`src/rtl/multicycle_controller.sv`:
```
// Multicycle ARM control unit: instruction-sequencing FSM, condition-flag
// register, condition check and gating of every architectural write.
module multicycle_controller #(
  parameter int unsigned ALUCTRL_W = 4
) (
  input  logic                 clk,
  input  logic                 reset,
  input  logic [19:0]          Instr,
  input  logic [3:0]           ALUFlags,
  output logic                 PCWrite,
  output logic                 AdrSrc,
  output logic                 MemWrite,
  output logic                 IRWrite,
  output logic [1:0]           ResultSrc,
  output logic                 ALUSrcA,
  output logic [1:0]           ALUSrcB,
  output logic [ALUCTRL_W-1:0] ALUControl,
  output logic [1:0]           ImmSrc,
  output logic [1:0]           RegSrc,
  output logic                 RegWrite,
  output logic [3:0]           State
);

  typedef enum logic [3:0] {
    FETCH    = 4'd0,
    DECODE   = 4'd1,
    MEMADR   = 4'd2,
    MEMRD    = 4'd3,
    MEMWB    = 4'd4,
    MEMWR    = 4'd5,
    EXECUTER = 4'd6,
    EXECUTEI = 4'd7,
    ALUWB    = 4'd8,
    BRANCH   = 4'd9,
    UNKNOWN  = 4'd10
  } state_t;

  localparam logic [3:0] ALU_ADD = 4'b0000;
  localparam logic [3:0] ALU_SUB = 4'b0001;
  localparam logic [3:0] ALU_AND = 4'b0010;
  localparam logic [3:0] ALU_ORR = 4'b0011;
  localparam logic [3:0] ALU_EOR = 4'b0100;

  state_t     state_q, state_d;
  logic [3:0] flags_q, flags_d;   // {N,Z,C,V}
  logic       condex_q, condex_d;

  // Instruction fields (Instr holds IR[31:12])
  logic [3:0] cond;
  logic [1:0] op;
  logic [5:0] funct;
  logic [3:0] rd;
  logic [3:0] cmd;
  logic       i_bit, s_bit, l_bit;
  logic       unused_rn;

  assign cond      = Instr[19:16];
  assign op        = Instr[15:14];
  assign funct     = Instr[13:8];
  assign rd        = Instr[3:0];
  assign cmd       = funct[4:1];
  assign i_bit     = funct[5];
  assign s_bit     = funct[0];
  assign l_bit     = funct[0];
  assign unused_rn = ^Instr[7:4];

  assign ImmSrc = op;
  assign RegSrc = {op == 2'b01, op == 2'b10};
  assign State  = state_q;

  // Data-processing decode: ALU op, write suppression and flag-update class
  logic [3:0] dp_alu;
  logic       no_write, arith_op, logic_op;
  always_comb begin
    dp_alu   = ALU_ADD;
    no_write = 1'b0;
    arith_op = 1'b0;
    logic_op = 1'b0;
    unique case (cmd)
      4'b0100: begin dp_alu = ALU_ADD; arith_op = 1'b1; end
      4'b0010: begin dp_alu = ALU_SUB; arith_op = 1'b1; end
      4'b0000: begin dp_alu = ALU_AND; logic_op = 1'b1; end
      4'b1100: begin dp_alu = ALU_ORR; logic_op = 1'b1; end
      4'b0001: begin dp_alu = ALU_EOR; logic_op = 1'b1; end
      4'b1010: begin dp_alu = ALU_SUB; arith_op = 1'b1; no_write = 1'b1; end
      default: begin dp_alu = ALU_ADD; no_write = 1'b1; end
    endcase
  end

  // ARM condition check against the stored flags
  logic cond_ok;
  logic fn, fz, fc, fv;
  assign {fn, fz, fc, fv} = flags_q;
  always_comb begin
    cond_ok = 1'b0;
    unique case (cond)
      4'b0000: cond_ok = fz;
      4'b0001: cond_ok = ~fz;
      4'b0010: cond_ok = fc;
      4'b0011: cond_ok = ~fc;
      4'b0100: cond_ok = fn;
      4'b0101: cond_ok = ~fn;
      4'b0110: cond_ok = fv;
      4'b0111: cond_ok = ~fv;
      4'b1000: cond_ok = fc & ~fz;
      4'b1001: cond_ok = ~fc | fz;
      4'b1010: cond_ok = (fn == fv);
      4'b1011: cond_ok = (fn != fv);
      4'b1100: cond_ok = ~fz & (fn == fv);
      4'b1101: cond_ok = fz | (fn != fv);
      4'b1110: cond_ok = 1'b1;
      default: cond_ok = 1'b0;
    endcase
  end

  // Next state and raw per-state control
  logic       regw, memw, branch, irw, fetch;
  logic [3:0] alu_op;
  always_comb begin
    state_d   = FETCH;
    regw      = 1'b0;
    memw      = 1'b0;
    branch    = 1'b0;
    irw       = 1'b0;
    fetch     = 1'b0;
    AdrSrc    = 1'b0;
    ResultSrc = 2'b00;
    ALUSrcA   = 1'b0;
    ALUSrcB   = 2'b00;
    alu_op    = ALU_ADD;
    unique case (state_q)
      FETCH: begin
        state_d = DECODE;
        fetch = 1'b1; irw = 1'b1;
        ALUSrcA = 1'b1; ALUSrcB = 2'b10; ResultSrc = 2'b10;
      end
      DECODE: begin
        unique case (op)
          2'b00:   state_d = i_bit ? EXECUTEI : EXECUTER;
          2'b01:   state_d = MEMADR;
          2'b10:   state_d = BRANCH;
          default: state_d = UNKNOWN;
        endcase
        ALUSrcA = 1'b1; ALUSrcB = 2'b10; ResultSrc = 2'b10;
      end
      MEMADR: begin
        state_d = l_bit ? MEMRD : MEMWR;
        ALUSrcB = 2'b01;
      end
      MEMRD: begin
        state_d = MEMWB;
        AdrSrc = 1'b1;
      end
      MEMWB: begin
        // address kept on ALUOut through writeback so the read word is stable
        AdrSrc = 1'b1; ResultSrc = 2'b01; regw = 1'b1;
      end
      MEMWR: begin
        AdrSrc = 1'b1; memw = 1'b1;
      end
      EXECUTER: begin
        state_d = ALUWB;
        alu_op = dp_alu;
      end
      EXECUTEI: begin
        state_d = ALUWB;
        ALUSrcB = 2'b01; alu_op = dp_alu;
      end
      ALUWB: regw = ~no_write;
      BRANCH: begin
        ALUSrcB = 2'b01; ResultSrc = 2'b10; branch = 1'b1;
      end
      default: state_d = FETCH;
    endcase
  end

  assign ALUControl = ALUCTRL_W'(alu_op);

  // Write gating: condition result latched in DECODE, and reset blocks all writes
  assign RegWrite = regw & condex_q & reset;
  assign MemWrite = memw & condex_q & reset;
  assign IRWrite  = irw & reset;
  assign PCWrite  = (fetch | ((branch | (regw & (rd == 4'hF))) & condex_q)) & reset;

  // Condition latch and flag-register next values
  always_comb begin
    condex_d = condex_q;
    flags_d  = flags_q;
    if (state_q == DECODE) condex_d = cond_ok;
    if (((state_q == EXECUTER) || (state_q == EXECUTEI)) && s_bit && condex_q) begin
      if (arith_op)      flags_d = ALUFlags;
      else if (logic_op) flags_d[3:2] = ALUFlags[3:2];
    end
  end

  // State, flag and condition registers
  always_ff @(posedge clk or negedge reset) begin
    if (!reset) begin
      state_q  <= FETCH;
      flags_q  <= '0;
      condex_q <= 1'b0;
    end else begin
      state_q  <= state_d;
      flags_q  <= flags_d;
      condex_q <= condex_d;
    end
  end

endmodule

```
`config.mk`:
```
export PLATFORM = sky130hd
export DESIGN_NAME = multicycle_controller
export DESIGN_NICKNAME = d
export VERILOG_FILES = /design/src/rtl/multicycle_controller.sv
export SDC_FILE = /design/constraint.sdc
export NUM_CORES = 1
export LEC_CHECK = 0
export BUFFER_PORTS_ARGS = -buffer_cell sky130_fd_sc_hd__buf_4
export CORE_ASPECT_RATIO = 0.7
export CORE_MARGIN = 2
export CORE_UTILIZATION = 45
export DETAILED_ROUTE_END_ITERATION = 7
export PLACE_DENSITY = 0.8
export SETUP_SLACK_MARGIN = 0.4
export SLEW_MARGIN = 20
export SYNTH_ARGS = -nofsm -noshare
export SYNTH_HDL_FRONTEND = slang
export SYNTH_SLANG_ARGS = --single-unit
```
`constraint.sdc`:
```
create_clock -name clk -period 3.9 [get_ports clk]
set_input_delay 0.78 -clock clk [delete_from_list [all_inputs] [get_ports clk]]
set_output_delay 0.78 -clock clk [all_outputs]
set_load 0.02 [all_outputs]
```
==> impl_metrics.csv <==
group,metric,value,unit
grt,grt_max_degree,16,
clock_tree,cts.path.max_buffers,2,
synthesis,yosys-top-cells-area,"dfrtp_1, nand2_1, nor2_1",
run_status,status,"finished, final reports clean",
sta,setup_viol,0,
worst_setup_path,crit_top_cell,"buf_4",
worst_setup_path,rr_startpoint,"State[1]",
synthesis,ys_seq_elements,9,
drt,routed_wl,2480,um
final_layout,nets,180,
worst_setup_path,cp_num_buf_inv,2,
die,die_y,41.5,um
placed_design,dp_worst_setup_slack,1.20,ns
worst_setup_path,critPathMaxStageDelay,0.31,ns
sta,hold_violations,0,
synthesis,synth-seq-area-share,25.0,%
clock_tree,clk_latency,0.28,ns
flow_run,drv_cap,0,
drt,vias_per_cell,5.71,
final_layout,fin_cells,175,
grt,grt_antenna_before_repair,0,
die,rows,13,
synthesis,syn_area,902,um2
sta,timing.final.crit_share,69.2,%
die,io_pins,48,
die,initial_core_util,48.2,%
drt,drtPass1Iterations,4,
sta,max_freq,371,MHz
placed_design,placed_cell_area,1200,um2
drt,wl_per_cell,14.1,um
final_layout,final_common_cell,"buf_4",
placed_design,io_buffers,42,
synthesis,synth_edf_count,0,
clock_tree,ctsResizeCount,0,
sta,rsz0062_at_grt,"no",
worst_setup_path,r2r_cells,4,
pwr,finalPower,795,uW
worst_setup_path,critPathKind,"primary input to primary output",
sta,drv_slew,0,
synthesis,synth_top_area_share,25.0,%
pwr,p_leak,0.560,nW
drt,drcViolationCount,0,
worst_setup_path,timing.rr.end,"condex_q",
placed_design,routabilityCongestion,0.786,
grt,grt_pass1_wl,3950,um
grt,grt_remaining_overflow,0,
clock_tree,cts.sinks,9,
worst_setup_path,crit_chain,"buf_4, or2_2, o22ai_1, a21boi_0, o31ai_1, buf_4",
worst_setup_path,worstPathArrival,1.92,ns
pwr,power.density_cell_area,650,nW/um2
synthesis,synth.largest_area_cell,"dfrtp_1",
drt,ant_nets,0,
synthesis,synth_warnings,0,
worst_setup_path,cp-start-kind,"primary input",
sta,fin_worst_skew,0.00254,ns
synthesis,ys.flop_type,"dfrtp_1",
clock_tree,cts_tree,"built",
drt,dr.first_iter.drc_count,55,
placed_design,dp.cells,171,
die,die_w,57.5,um
final_layout,final_core_util,65.4,%
clock_tree,cts_setup_buffers,0,
final_layout,multi_input_area,609,um2
final_layout,area_growth_syn_to_layout,35.5,%
sta,fin_crit,2.70,ns
synthesis,synth_fp_nets,143,
final_layout,design_area,1220,um2
synthesis,synth_area_per_cell,7.71,um2
final_layout,drive_gt1_share,34.0,%
final_layout,regArea,225,um2
grt,grt_pass1_vias,890,
synthesis,async_reset_ff_share,100,%
sta,worst_pin_slew,0.729,ns
final_layout,antenna_cells,0,
worst_setup_path,crit_fanout,5,
synthesis,synth_cell_types,40,
worst_setup_path,critical_path.top_delay_family,"compound AO/OA/AOI/OAI gates",
clock_tree,path_clk_slew,0.07,ns
die,dieArea,2380,um2
final_layout,layout.cells.most_common_list,"buf_4, nor2_1, nand2_1",
final_layout,fillers,167,
sta,tns,0,ns
worst_setup_path,cp.required,3.12,ns
sta,setup_ws,1.20,ns
pwr,ir_drop,570,uV
synthesis,synthCells,117,
grt,track_usage,20.9,%
worst_setup_path,end_kind,"primary output",
clock_tree,ctsHoldBuffers,0,
clock_tree,ctsRootBufferMaster,"clkbuf_4",
clock_tree,cts_buffers,3,
hold_path,hold_path.class,"primary input to async pin",
sta,whs,0.324,ns
sta,max_slew_margin,50.7,%
worst_setup_path,r2r_slack,1.96,ns
clock_tree,htreeDepth,1,
drt,via_count,999,
die,core_region_area,1870,um2
placed_design,dp_hpwl,1880,um
worst_setup_path,crit_slowest_cell,"or2_2",
state kept, by name, summed over array words and instances (netlist names):
register / flops
flags_q: 4
condex_q: 1
State: 4
logic make-up (layout without fill, tap and decap cells):
family                    after synthesis  after routing  share of synthesized area (%)
DFF                                     9              9                           25.0
buffers and inverters                  15             51                           7.49
and+or+nand+nor                        57             57                           34.3
muxes                                   6              6                           7.63
other                                   1              1                          0.416
xor gates and xnor gates                4              4                           3.88
AOI/OAI and AO/OA                      25             25                           21.4
metal layers:
layer | up-vias | wire length, um | track usage [%]
met1 | 461 | 1100 | 27.7
met4 | 0 | 32 | 7.91
met3 | 5 | 189 | 3.43
li1 | 493 | - | -
met2 | 40 | 1160 | 33.9
met5 | - | 0 | 0
cells in the mapped netlist, types with 3 or more instances:
| cell type | number |
|---|---|
| a21boi_0 | 3 |
| nor2b_1 | 3 |
| mux2_2 | 3 |
| nand2b_1 | 5 |
| nand3b_1 | 5 |
| o22ai_1 | 3 |
| nor3_1 | 6 |
| inv_1 | 5 |
| nor2_1 | 11 |
| o21ai_0 | 5 |
| buf_4 | 3 |
| nand2_1 | 11 |
| dfrtp_1 | 9 |
| nand3_1 | 6 |
| clkbuf_1 | 7 |
where the power goes:
part | switching, mW | internal (mW) | leakage, nW
sequential | 0.0976 | 0.132 | 0.113
combinational | 0.261 | 0.224 | 0.432
clock | 0.0402 | 0.0398 | 0.0150
total | 0.398 | 0.396 | 0.560
area by class of cell:
cell class | count | area share, %
repair buffers | 42 | 25.8
clock buffers | 4 | 2.15
well taps | 22 | 2.25
flip-flops and latches | 9 | 18.4
multi-input cells | 93 | 49.8
inverters | 5 | 1.54
worst max-delay path by stage:
stage | from | to | slack [ns] | cells past startpoint
global route | Instr[12] | PCWrite | 1.13 | 6
CTS | Instr[12] | PCWrite | 1.20 | 6
global placement | Instr[12] | PCWrite | 1.23 | 6
finish | Instr[12] | PCWrite | 1.20 | 6
floorplan | Instr[12] | ALUControl[1] | 0.93 | 2
detailed placement | Instr[12] | PCWrite | 1.20 | 6
No activity file was read; power rests on OpenSTA's default activity.
